$ cat src/rtl/score_mult_arbiter.sv
// Round-robin arbiter sharing one fixed-latency multiplier between the time-score
// and pairs-score requesters; returns a registered product per requester.
module score_mult_arbiter #(
   parameter int unsigned MULT_LATENCY = 2,
   parameter int unsigned OP_MAX       = 33
) (
   input  logic        clk,
   input  logic        rst,
   input  logic        req_time,
   input  logic [5:0]  op_time,
   input  logic        req_pairs,
   input  logic [5:0]  op_pairs,
   output logic [5:0]  mult_a,
   output logic        mult_start,
   input  logic [12:0] mult_p,
   output logic [12:0] res_time,
   output logic        done_time,
   output logic [12:0] res_pairs,
   output logic        done_pairs,
   output logic        busy
);

   localparam int unsigned OP_W  = 6;
   localparam int unsigned P_W   = 13;
   localparam int unsigned CNT_W = 3;
   localparam logic        GRANT_TIME  = 1'b0;
   localparam logic        GRANT_PAIRS = 1'b1;

   typedef enum logic [1:0] {IDLE, ISSUE, WAIT, DONE} state_t;

   state_t             state_q, state_d;
   logic               sel_q, sel_d;
   logic               last_q, last_d;
   logic               abort_q, abort_d;
   logic [CNT_W-1:0]   cnt_q, cnt_d;
   logic [OP_W-1:0]    mult_a_d;
   logic               mult_start_d;
   logic [P_W-1:0]     res_time_d, res_pairs_d;
   logic               done_time_d, done_pairs_d;
   logic               busy_d;

   logic               grant_pairs_c;
   logic [OP_W-1:0]    op_sel_c;
   logic [OP_W-1:0]    op_clamp_c;
   logic               req_sel_c;

   // Pairs wins only when it is alone or time was served last.
   assign grant_pairs_c = req_pairs && (!req_time || (last_q == GRANT_TIME));
   assign op_sel_c      = grant_pairs_c ? op_pairs : op_time;
   assign op_clamp_c    = (op_sel_c > OP_W'(OP_MAX)) ? OP_W'(OP_MAX) : op_sel_c;
   assign req_sel_c     = (sel_q == GRANT_PAIRS) ? req_pairs : req_time;

   always_ff @(posedge clk or negedge rst) begin
      if (!rst) begin
         state_q    <= IDLE;
         sel_q      <= GRANT_TIME;
         last_q     <= GRANT_PAIRS;
         abort_q    <= 1'b0;
         cnt_q      <= '0;
         mult_a     <= '0;
         mult_start <= 1'b0;
         res_time   <= '0;
         res_pairs  <= '0;
         done_time  <= 1'b0;
         done_pairs <= 1'b0;
         busy       <= 1'b0;
      end else begin
         state_q    <= state_d;
         sel_q      <= sel_d;
         last_q     <= last_d;
         abort_q    <= abort_d;
         cnt_q      <= cnt_d;
         mult_a     <= mult_a_d;
         mult_start <= mult_start_d;
         res_time   <= res_time_d;
         res_pairs  <= res_pairs_d;
         done_time  <= done_time_d;
         done_pairs <= done_pairs_d;
         busy       <= busy_d;
      end
   end

   // Next-state and next-output logic; done pulses are launched on entry to DONE.
   always_comb begin
      state_d      = state_q;
      sel_d        = sel_q;
      last_d       = last_q;
      abort_d      = abort_q;
      cnt_d        = cnt_q;
      mult_a_d     = mult_a;
      mult_start_d = 1'b0;
      res_time_d   = res_time;
      res_pairs_d  = res_pairs;
      done_time_d  = 1'b0;
      done_pairs_d = 1'b0;

      case (state_q)
         IDLE: begin
            if (req_time || req_pairs) begin
               sel_d        = grant_pairs_c;
               mult_a_d     = op_clamp_c;
               mult_start_d = 1'b1;
               state_d      = ISSUE;
            end
         end
         ISSUE: begin
            cnt_d   = CNT_W'(MULT_LATENCY);
            state_d = WAIT;
         end
         WAIT: begin
            cnt_d = cnt_q - CNT_W'(1);
            if (cnt_q == CNT_W'(1)) begin
               state_d = DONE;
               if (req_sel_c) begin
                  if (sel_q == GRANT_PAIRS) begin
                     res_pairs_d  = mult_p;
                     done_pairs_d = 1'b1;
                  end else begin
                     res_time_d  = mult_p;
                     done_time_d = 1'b1;
                  end
               end else begin
                  abort_d = 1'b1;
               end
            end
         end
         DONE: begin
            last_d  = sel_q;
            abort_d = 1'b0;
            state_d = IDLE;
         end
         default: state_d = IDLE;
      endcase

      busy_d = (state_d != IDLE);
   end

endmodule

$ cat config.mk
export PLATFORM = sky130hd
export DESIGN_NAME = score_mult_arbiter
export DESIGN_NICKNAME = d
export VERILOG_FILES = /design/src/rtl/score_mult_arbiter.sv
export SDC_FILE = /design/constraint.sdc
export NUM_CORES = 1
export LEC_CHECK = 0
export ABC_AREA = 1
export CAP_MARGIN = 20
export CORE_ASPECT_RATIO = 0.9
export CORE_UTILIZATION = 45
export DETAILED_ROUTE_END_ITERATION = 8
export PLACE_DENSITY = 0.83
export SETUP_SLACK_MARGIN = 0.2
export SLEW_MARGIN = 20
export SYNTH_ARGS = -nofsm -noshare
export SYNTH_HDL_FRONTEND = slang
export SYNTH_SLANG_ARGS = --single-unit
$ cat constraint.sdc
create_clock -name clk -period 2.13 [get_ports clk]
set_clock_uncertainty 0.2 [all_clocks]
set_input_delay 0.426 -clock clk [delete_from_list [all_inputs] [get_ports clk]]
set_output_delay 0.426 -clock clk [all_outputs]
set_load 0.005 [all_outputs]
* Word-level counts from Yosys, hierarchy flattened
Index checks and enable logic that the tools add are counted. Widths: inputs -> output; s select.
Cells by class: $add $sub $neg 1, order comparisons 1, eq/ne operators 4, multiplexer cells 17, bitwise gates (word level) 2, reductions and logical operators 10
Operators with widths (count):
- $mux 6 | 2
- $mux 1 | 11
- $pmux 2 s4 | 1
- $reduce_and 4->1 | 2
- $gt 6x6->1 const B | 1
- $pmux 3 s2 | 1
- $eq 2x2->1 const B | 2
- $mux 2 | 2
- $reduce_bool 2->1 | 2
- $eq 3x1->1 const B | 1
- $sub 3x1->3 const B | 1
- $eq 2x1->1 const B | 1
- $logic_not 2->1 | 1
- $logic_or 1x1->1 | 2
- $not 1->1 | 2
- $reduce_and 2->1 | 1
- $logic_and 1x1->1 | 1
- $logic_not 1->1 | 1
Storage, ports and cells: register bits 43, input bits 29, output and inout port bits 36

* Depth between registers and ports, before layout
Gate-level depths: netlist of the first run.
depth in word-level cells 6, mapped depth 9

* Worst setup path after synthesis of the first run
OpenSTA, ideal clock, no wires.
path kind register to register, from register state_q[0], to register res_pairs[0], data arrival time 1.436 ns, required time 1.805 ns, path slack 0.369 ns, cell stages (with the launch flop) 7, period minus slack after synthesis 1.761 ns, path through dfrtp_1 > inv_1 > ha_1 > nand2_2 > nor2_4 > buf_12 > mux2_4
Between the ends: word-level cells in the longest chain between the ends 2
Ends and longest elaborated chain:
- start: declaration | RTL line 31 | state_t state_q, state_d;
- start signal: assignment | RTL line 68 | state_q <= state_d;
- $eq 2x2->1
- $reduce_and 4->1 (no line)
- end signal: assignment | RTL line 76 | res_pairs <= res_pairs_d;
- end: declaration | RTL line 18 | output logic [12:0] res_pairs,
No other way between the ends. A chain may end at the register's enable or synchronous reset.

* Final worst setup path of the first run
from register res_pairs[3], to output port res_pairs[3]
No word-level cell between the ends.

==> impl_metrics.toml, run 1 <==
[routing]
detail_route.drc_violations = 12
wl_per_cell_um = 14.5
drt.antenna.violating_nets = 0
avgViaCountPerCell = 4.95
wl_um = 4040
detailedRoute.firstPassIterationCount = 9
drtIter0Drc = 99
detailroute.via_count = 1381

[place]
place.detailed.hpwl_um = 3030
port_buffers = 64
routabilityCongestion = 0.787

[floorplan]
start_util_pct = 47.1
die-width_um = 70.8
ios = 65
placement_rows = 22
core_um2 = 4070
fp.dieH_um = 63.9
die_area_um2 = 4530

[sta]
finalCriticalPeriod_ns = 1.83
setup_violations = 0
worst_hold_slack_ns = 0.294
grt_setup_unrepaired = "false"
slew_headroom_pct = 69.5
max_slew.worst_pin.slew_ns = 0.457
final-hold-violation-count = 0
max_freq_ghz = 0.546
slew_viol_final = 0
timing.setup.tns_ns = 0
min_period_over_period_pct = 86.0

[power]
p_comb_share_pct = 40.2
max-vdd-ir-drop_v = 0.000673
power.leakage_uw = 0.00130
power.share.clock_pct = 21.2
power_density_nw_per_um2 = 1250
total_switching_power_uw = 991
seqPwrFrac_pct = 38.7
switching_share_pct = 28.3
post_layout_power_uw = 3500
intPower_uw = 2510

[clock_tree]
cts_made_buffers = 5
cts.repair_timing.setup_buffer_count = 0
ctsLongestPathBuffers = 2
clkSinkCount = 43
clock_tree.htree_level_count = 2
cts.reportedPaths.clkPinSlew_ns = 0.08
clk_latency_ns = 0.29
root_buffer = "sky130_fd_sc_hd__clkbuf_8"
cts_tree = "yes"

[layout]
antenna_cells_inserted = 0
final_layout_size_suffix_gt1_share_pct = 22.9
fin_util_pct = 68.7
syn_to_layout_area_delta_pct = 45.9
design.final.nets = 265

[run]
maxCapViolCount = 0

[synthesis]
synth_nets = 189
synth_seq_cells = 43
syn-cell-area_um2 = 1920
postSynthCellCount = 154
synthesis.area_per_instance_um2 = 12.5
yosysWarningCount = 0
synth_sequential_area_ratio_pct = 56.2
synthDistinctLibCells = 22

[global_route]
grt_pass1_wl_um = 6970
grt_remaining_overflow = 0
grt_start_max_net_pins = 25
grt_antenna_before_repair = 0
grt.total_usage_pct = 20.5
first_global_vias = 1428

[status]
run_status = "finished, violations left"
failed_checks = "DRC"

[worst_setup_path]
timing.critical_path.arrival_ns = 1.21
worst_path_bufs_invs = 1
worst_setup_path_end_kind = "output port"
path_class = "flip-flop to output port"
crit_path_start_kind = "flip-flop"
maximum_fanout_count_along_the_critical_path = 2
critPathMaxStageDelay_ns = 0.53
worst_path_max_delay_cell = "sky130_fd_sc_hd__clkdlybuf4s50_1"
path_cells = "clkdlybuf4s50_1"
setup.reg_to_reg.worst_slack_ns = 0.33
critical-path-top-delay-family = "buffers and inverters"
worst_ep_required_time_ns = 1.50

[worst_hold_path]
hold_path_class = "flip-flop to flip-flop"
logic make-up after synthesis:
group | after synthesis | share of synthesized area (%)
DFF | 43 | 56.2
AOI/OAI and AO/OA | 13 | 3.65
buffers and inverters | 15 | 4.83
and+or+nand+nor | 50 | 12.2
xor gates and xnor gates | 1 | 0.457
adders and majority gates | 6 | 3.91
muxes | 26 | 18.8
flip-flops by register name, summed over array words and instances (netlist names), 2 cells and up:
| signal | count |
|---|---|
| state_q | 2 |
| res_pairs | 13 |
| cnt_q | 3 |
| mult_a | 6 |
| res_time | 13 |
metrics by stage:
stage / setup slack, ns / instances / area (µm²)
floorplan: 0.369 / 154 / 1920
global placement: 0.0748 / 270 / 2640
detailed placement: 0.0516 / 270 / 2640
CTS: 0.239 / 279 / 2790
global route: 0.213 / 279 / 2800
finish: 0.298 / 279 / 2800
cell usage in the layout (no fill, tap or decap):
master,n
sky130_fd_sc_hd__ha_1,5
sky130_fd_sc_hd__dfstp_2,1
sky130_fd_sc_hd__inv_2,1
sky130_fd_sc_hd__dfrtp_1,42
sky130_fd_sc_hd__nand2_1,27
sky130_fd_sc_hd__nand2_2,3
sky130_fd_sc_hd__o21ai_0,4
sky130_fd_sc_hd__mux2_4,18
sky130_fd_sc_hd__a32oi_1,1
sky130_fd_sc_hd__ha_4,1
sky130_fd_sc_hd__clkbuf_8,5
sky130_fd_sc_hd__nand2_4,1
sky130_fd_sc_hd__nand3_1,7
sky130_fd_sc_hd__clkbuf_1,1
sky130_fd_sc_hd__buf_2,1
sky130_fd_sc_hd__dlygate4sd3_1,1
sky130_fd_sc_hd__clkdlybuf4s50_1,63
sky130_fd_sc_hd__xor2_1,1
sky130_fd_sc_hd__mux2_2,8
sky130_fd_sc_hd__nor2_4,2
sky130_fd_sc_hd__bufinv_16,2
sky130_fd_sc_hd__nor2_2,2
sky130_fd_sc_hd__a21oi_1,7
sky130_fd_sc_hd__a31oi_1,1
sky130_fd_sc_hd__or2_2,1
sky130_fd_sc_hd__nor2_1,7
sky130_fd_sc_hd__buf_4,5
sky130_fd_sc_hd__inv_1,11
sky130_fd_sc_hd__buf_12,2
final timing paths:
kind	startpoint	to	cells past startpoint
setup reg to reg	state_q[0]	res_time[1]	6
setup / recovery	res_pairs[3]	res_pairs[3]	1
min in group asynchronous	rst	res_pairs[4]	2
hold reg to reg	mult_a[4]	mult_a[4]	2
max in group asynchronous	rst	last_q	3
hold / removal	mult_a[4]	mult_a[4]	2
power by group through the flow:
stage | Clock (µW) | Sequential (µW) | Combinational (µW)
final | 741 | 1350 | 1410
after global routing | 801 | 1400 | 1560
after CTS | 752 | 1350 | 1400
after detailed placement | 0 | 1360 | 1390
after global placement | 0 | 1350 | 1340
after floorplan | 0 | 1350 | 622
synthesized netlist by cell type:
library cell	number	share of area (%)
sky130_fd_sc_hd__nand2_4	1	0.59
sky130_fd_sc_hd__buf_4	1	0.39
sky130_fd_sc_hd__nor2_4	2	1.2
sky130_fd_sc_hd__a31oi_1	1	0.33
sky130_fd_sc_hd__mux2_4	18	14
sky130_fd_sc_hd__dfrtp_1	42	55
sky130_fd_sc_hd__buf_12	2	2.1
sky130_fd_sc_hd__nand3_1	7	1.8
sky130_fd_sc_hd__mux2_2	8	4.7
sky130_fd_sc_hd__xor2_1	1	0.46
sky130_fd_sc_hd__inv_1	11	2.2
sky130_fd_sc_hd__a21oi_1	7	1.8
sky130_fd_sc_hd__o21ai_0	4	1.0
sky130_fd_sc_hd__a32oi_1	1	0.46
sky130_fd_sc_hd__nor2_1	7	1.4
sky130_fd_sc_hd__dfstp_2	1	1.4
sky130_fd_sc_hd__nand2_1	27	5.3
sky130_fd_sc_hd__nand2_2	3	0.98
sky130_fd_sc_hd__nor2_2	2	0.65
sky130_fd_sc_hd__or2_2	1	0.33
sky130_fd_sc_hd__ha_1	6	3.9
sky130_fd_sc_hd__inv_2	1	0.20
worst reg2reg max path: cells and delay by family (launching register included):
kind / cells / cell delay (ns)
muxes: 1 / 0.35
buffers and inverters: 2 / 0.35
DFF: 1 / 0.40
adders and majority gates: 1 / 0.19
and+or+nand+nor: 2 / 0.21
area by class of cell:
class                   count  area, µm²
well taps                  48       60.1
repair buffers             72        723
clock buffers               6       72.6
multi-input cells          96        761
clock inverters             2       60.1
inverters                  12       45.0
fillers                   301       1270
flip-flops and latches     43       1080
timing repair:
item / 4_1_cts / 5_1_grt
hold buffers: 1 / 0
hold endpoints to repair: 19 / 0
resized for setup: 0 / 2
setup endpoints to repair: 0 / 25
metal layers:
metal,vias up,wire (µm),global-route usage (%)
met5,-,0,0
met4,0,64,8.25
met3,8,178,4.26
met2,39,2020,35.0
met1,676,1780,25.3
li1,658,-,-
No activity file was read; power rests on OpenSTA's default activity.
==> run 2, diff against run 1 <==
==> constraint.sdc (replaced) <==
create_clock -name clk -period 2.13 [get_ports clk]
set_clock_uncertainty 0.2 [all_clocks]
set_input_delay 0.3195 -clock clk [delete_from_list [all_inputs] [get_ports clk]]
set_output_delay 0.3195 -clock clk [all_outputs]
set_load 0.005 [all_outputs]
==> impl_metrics.toml, run 2 (synthesized netlist as in run 1, its figures left out) <==
[layout]
final_layout_size_suffix_gt1_share_pct = 23.0
filler_cell_count = 311
largest_registers = "res_pairs x13, res_time x13, mult_a x6"
fin_util_pct = 67.8
syn_to_layout_area_delta_pct = 44.1
design.final.nets = 264
layout_commonest_cell = "sky130_fd_sc_hd__clkdlybuf4s50_1"
antenna_cells_inserted = 0
most-common-layout-cells = "63 x sky130_fd_sc_hd__clkdlybuf4s50_1, 42 x sky130_fd_sc_hd__dfrtp_1, 27 x sky130_fd_sc_hd__nand2_1"

[global_route]
grt_pass1_wl_um = 6510
grt_remaining_overflow = 0
grt.total_usage_pct = 19.1
grt_antenna_before_repair = 0
grt_start_max_net_pins = 44
first_global_vias = 1333

[sta]
finalCriticalPeriod_ns = 1.82
slew_viol_final = 0
grt_setup_unrepaired = "false"
slew_headroom_pct = 82.2
max_slew.worst_pin.slew_ns = 0.267
setup_violations = 0
min_period_over_period_pct = 85.5
timing.setup.tns_ns = 0
final-hold-violation-count = 0
max_freq_ghz = 0.549

[worst_setup_path]
maximum_fanout_count_along_the_critical_path = 9
worst_path_max_delay_cell = "sky130_fd_sc_hd__dfrtp_1"
timing.critical_path.arrival_ns = 1.81
worst_path_bufs_invs = 2
path_class = "flip-flop to flip-flop"
critPathMaxStageDelay_ns = 0.40
path_cells = "inv_1 > ha_4 > nand2_2 > nor2_4 > buf_4 > mux2_2"
crit_path_start_kind = "flip-flop"
critical-path-top-delay-family = "flip-flops"
worst_setup_path_end_kind = "flip-flop"
worst_ep_required_time_ns = 2.11

[floorplan]
placement_rows = 22
fp.dieH_um = 63.9
die-width_um = 70.8
die_area_um2 = 4530
start_util_pct = 47.1
ios = 65
core_um2 = 4070

[clock_tree]
clk_latency_ns = 0.30
cts_made_buffers = 5
clock_tree.htree_level_count = 2
cts.reportedPaths.clkPinSlew_ns = 0.08
ctsLongestPathBuffers = 2
clkSinkCount = 43
cts_tree = "yes"
root_buffer = "sky130_fd_sc_hd__clkbuf_8"

[status]
run_status = "finished, violations left"
failed_checks = "DRC"

[routing]
drt.antenna.violating_nets = 0
wl_um = 4020
detailroute.via_count = 1334
wl_per_cell_um = 14.4
avgViaCountPerCell = 4.80
detail_route.drc_violations = 8
drtIter0Drc = 90
detailedRoute.firstPassIterationCount = 9

[run]
maxCapViolCount = 0

[place]
place.detailed.hpwl_um = 3010
routabilityCongestion = 0.793
port_buffers = 64

[power]
max-vdd-ir-drop_v = 0.000607
power.leakage_uw = 0.00129
power_density_nw_per_um2 = 1230

[worst_hold_path]
hold_path_class = "flip-flop to flip-flop"
-- run 2: final cells by class --
cell class / count / area (µm²) / share of cell area, %
Timing Repair Buffer: 71 / 703 / 25.4
Clock inverter: 2 / 35.0 / 1.27
Inverter: 12 / 45.0 / 1.63
Multi-Input combinational cell: 96 / 761 / 27.5
Tap cell: 48 / 60.1 / 2.17
Clock buffer: 6 / 82.6 / 2.99
Sequential cell: 43 / 1080 / 39.0
-- run 2: power breakdown --
group / leakage, µW / total, µW / internal, µW / switching (µW)
Sequential: 0.000554 / 1350 / 1150 / 195
Combinational: 0.000676 / 1390 / 880 / 515
Clock: 0.0000612 / 648 / 379 / 269
Total: 0.00129 / 3390 / 2410 / 979
-- run 2: metrics by stage --
stage	hold slack [ns]	cell area, µm²	instances	setup WS (ns)	total power (µW)
after floorplan	-0.176	1920	154	0.369	1970
after global placement	0.109	2620	269	0.142	2680
after detailed placement	0.111	2620	269	0.0963	2740
after CTS	0.302	2750	278	0.202	3410
after global routing	0.324	2760	278	0.231	3610
final	0.288	2760	278	0.309	3390
-- run 2: repair_timing --
item | 4_1_cts | 5_1_grt
hold buffers | 1 | 0
endpoints found under the hold margin | 42 | 0
resized for setup | 0 | 2
endpoints found under the setup margin | 0 | 21
setup buffers | 0 | 0
-- run 2: worst paths after layout --
| path | slack [ns] | endpoint | cells after the start | from |
|---|---|---|---|---|
| setup reg to reg | 0.31 | res_pairs[6] | 6 | state_q[0] |
| min in group asynchronous | 0.31 | res_pairs[4] | 3 | rst |
| setup / recovery | 0.31 | res_pairs[6] | 6 | state_q[0] |
| hold / removal | 0.29 | mult_a[2] | 2 | mult_a[2] |
| hold reg to reg | 0.29 | mult_a[2] | 2 | mult_a[2] |
| max in group asynchronous | 1.15 | last_q | 3 | rst |
-- run 2: worst reg2reg max path: stages (launching register included) --
cell                      delay (ns)
sky130_fd_sc_hd__dfrtp_1        0.40
sky130_fd_sc_hd__inv_1          0.16
sky130_fd_sc_hd__ha_4           0.19
sky130_fd_sc_hd__nand2_2        0.10
sky130_fd_sc_hd__nor2_4         0.09
sky130_fd_sc_hd__buf_4          0.20
sky130_fd_sc_hd__mux2_2         0.36
-- run 2: layer usage --
metal,vias up,GRT usage [%],routed length (µm)
met4,0,5.25,36
met2,37,32.3,2000
met3,5,5.84,184
li1,651,-,-
met5,-,0,0
met1,641,23.7,1790
==> run 3, diff against run 2 <==
--- a/config.mk
+++ b/config.mk
@@ -10,8 +10,9 @@
 export CORE_ASPECT_RATIO = 0.9
 export CORE_UTILIZATION = 45
 export DETAILED_ROUTE_END_ITERATION = 8
-export PLACE_DENSITY = 0.83
+export PLACE_DENSITY = 0.84
 export SETUP_SLACK_MARGIN = 0.2
+export SKIP_CTS_REPAIR_TIMING = 1
 export SLEW_MARGIN = 20
 export SYNTH_ARGS = -nofsm -noshare
 export SYNTH_HDL_FRONTEND = slang
==> impl_metrics.toml, run 3 (synthesized netlist as in run 1, its figures left out) <==
[sta]
slew_headroom_pct = 64.7
slew_viol_final = 0
setup_ws_ns = 0.304
final-hold-violation-count = 0
min_period_over_period_pct = 85.7
setup_violations = 0
max_freq_ghz = 0.548
finalCriticalPeriod_ns = 1.83
timing.setup.tns_ns = 0
grt_setup_unrepaired = "false"
max_slew.worst_pin.slew_ns = 0.530

[global_route]
grt_antenna_before_repair = 0
first_global_vias = 1341
grt_remaining_overflow = 0
grt_start_max_net_pins = 24
grt_pass1_wl_um = 6280
grt.total_usage_pct = 18.4

[floorplan]
core_um2 = 4070
fp.dieH_um = 63.9
start_util_pct = 47.1
ios = 65
placement_rows = 22
die-width_um = 70.8
die_area_um2 = 4530

[routing]
drt.antenna.violating_nets = 0
detail_route.drc_violations = 14
drtIter0Drc = 90
wl_um = 3800
detailroute.via_count = 1346
detailedRoute.firstPassIterationCount = 6
avgViaCountPerCell = 4.88
wl_per_cell_um = 13.8

[power]
max-vdd-ir-drop_v = 0.000772
power.leakage_uw = 0.00127
power_density_nw_per_um2 = 1180

[place]
port_buffers = 64
routabilityCongestion = 0.772
dp_slack_ns = 0.134
place.detailed.hpwl_um = 2770
placed_cells_incl_taps = 267

[worst_setup_path]
worst_ep_required_time_ns = 2.11
crit_path_start_kind = "flip-flop"
path_class = "flip-flop to flip-flop"
critPathMaxStageDelay_ns = 0.40
worst_path_max_delay_cell = "sky130_fd_sc_hd__dfrtp_1"
number_of_cells_on_the_worst_reg_to_reg_path = 6
maximum_fanout_count_along_the_critical_path = 14
timing.critical_path.arrival_ns = 1.81
path_cells = "inv_1 > ha_4 > nand2_2 > nor2_4 > buf_12 > mux2_2"
worst_setup_path_end_kind = "flip-flop"

[clock_tree]
cts.reportedPaths.clkPinSlew_ns = 0.08
clkSinkCount = 43
cts_made_buffers = 5
clk_latency_ns = 0.29
clock_tree.htree_level_count = 2
ctsLongestPathBuffers = 2
cts_tree = "yes"
root_buffer = "sky130_fd_sc_hd__clkbuf_8"

[layout]
antenna_cells_inserted = 0
syn_to_layout_area_delta_pct = 42.9
most-common-layout-cells = "63 x sky130_fd_sc_hd__clkdlybuf4s50_1, 42 x sky130_fd_sc_hd__dfrtp_1, 27 x sky130_fd_sc_hd__nand2_1"
fin_util_pct = 67.3
layout_commonest_cell = "sky130_fd_sc_hd__clkdlybuf4s50_1"
final_layout_size_suffix_gt1_share_pct = 21.9
largest_registers = "res_pairs x13, res_time x13, mult_a x6"
final-instance-count-excl-fill = 276
design.final.nets = 262

[worst_hold_path]
holdPathStages = 2
hold_path_class = "flip-flop to flip-flop"

[status]
failed_checks = "DRC"
run_status = "finished, violations left"

[run]
maxCapViolCount = 0
## run 3: cell types whose count changed in the layout (fill, tap and decap cells not counted), sizes merged
cell      previous run  this run
buf                  7         5
bufinv               1         0
clkinvlp             0         1
## run 3: final cells by class
cell class / instances / area, µm²
clock buffer: 6 / 72.6
timing repair buffer: 69 / 713
tap: 48 / 60.1
inverter: 12 / 45.0
clock inverter: 2 / 12.5
multi-input combinational: 96 / 761
sequential: 43 / 1080
fill: 320 / 1330
## run 3: worst max-delay path, delay by kind of cell (launching register included)
family | cells | cell delay [ns]
and+or+nand+nor | 2 | 0.23
adders and majority gates | 1 | 0.20
DFF | 1 | 0.40
buffers and inverters | 2 | 0.35
muxes | 1 | 0.34
## run 3: stage by stage
stage                     total power [µW]  hold WS [ns]  instance area (µm²)
after floorplan                       1970        -0.176                 1920
after global placement                2680         0.121                 2630
after detailed placement              2720         0.132                 2630
after CTS                             3230        -0.184                 2720
after global routing                  3450         0.326                 2740
final                                 3230         0.293                 2740
## run 3: per-layer routing
| layer | routed length, µm | vias up | part of all wire [%] | GRT usage, % |
|---|---|---|---|---|
| met5 | 0 | - | 0 | 0 |
| met4 | 68 | 0 | 1.8 | 7.50 |
| met3 | 237 | 8 | 6.2 | 4.26 |
| met2 | 1760 | 44 | 46 | 29.8 |
| met1 | 1730 | 645 | 46 | 23.9 |
| li1 | - | 649 | - | - |
## run 3: power by group
group | total [µW] | internal [µW] | switching [µW]
Clock | 497 | 229 | 268
Combinational | 1380 | 880 | 503
Sequential | 1340 | 1150 | 192
Total | 3230 | 2260 | 964
## run 3: final timing paths
check,from,end,slack [ns]
max,state_q[0],res_time[2],0.30
min,mult_a[4],mult_a[4],0.29
max reg2reg,state_q[0],res_time[2],0.30
min reg2reg,mult_a[4],mult_a[4],0.29
max in group asynchronous,rst,last_q,0.82
min in group asynchronous,rst,res_time[5],0.34
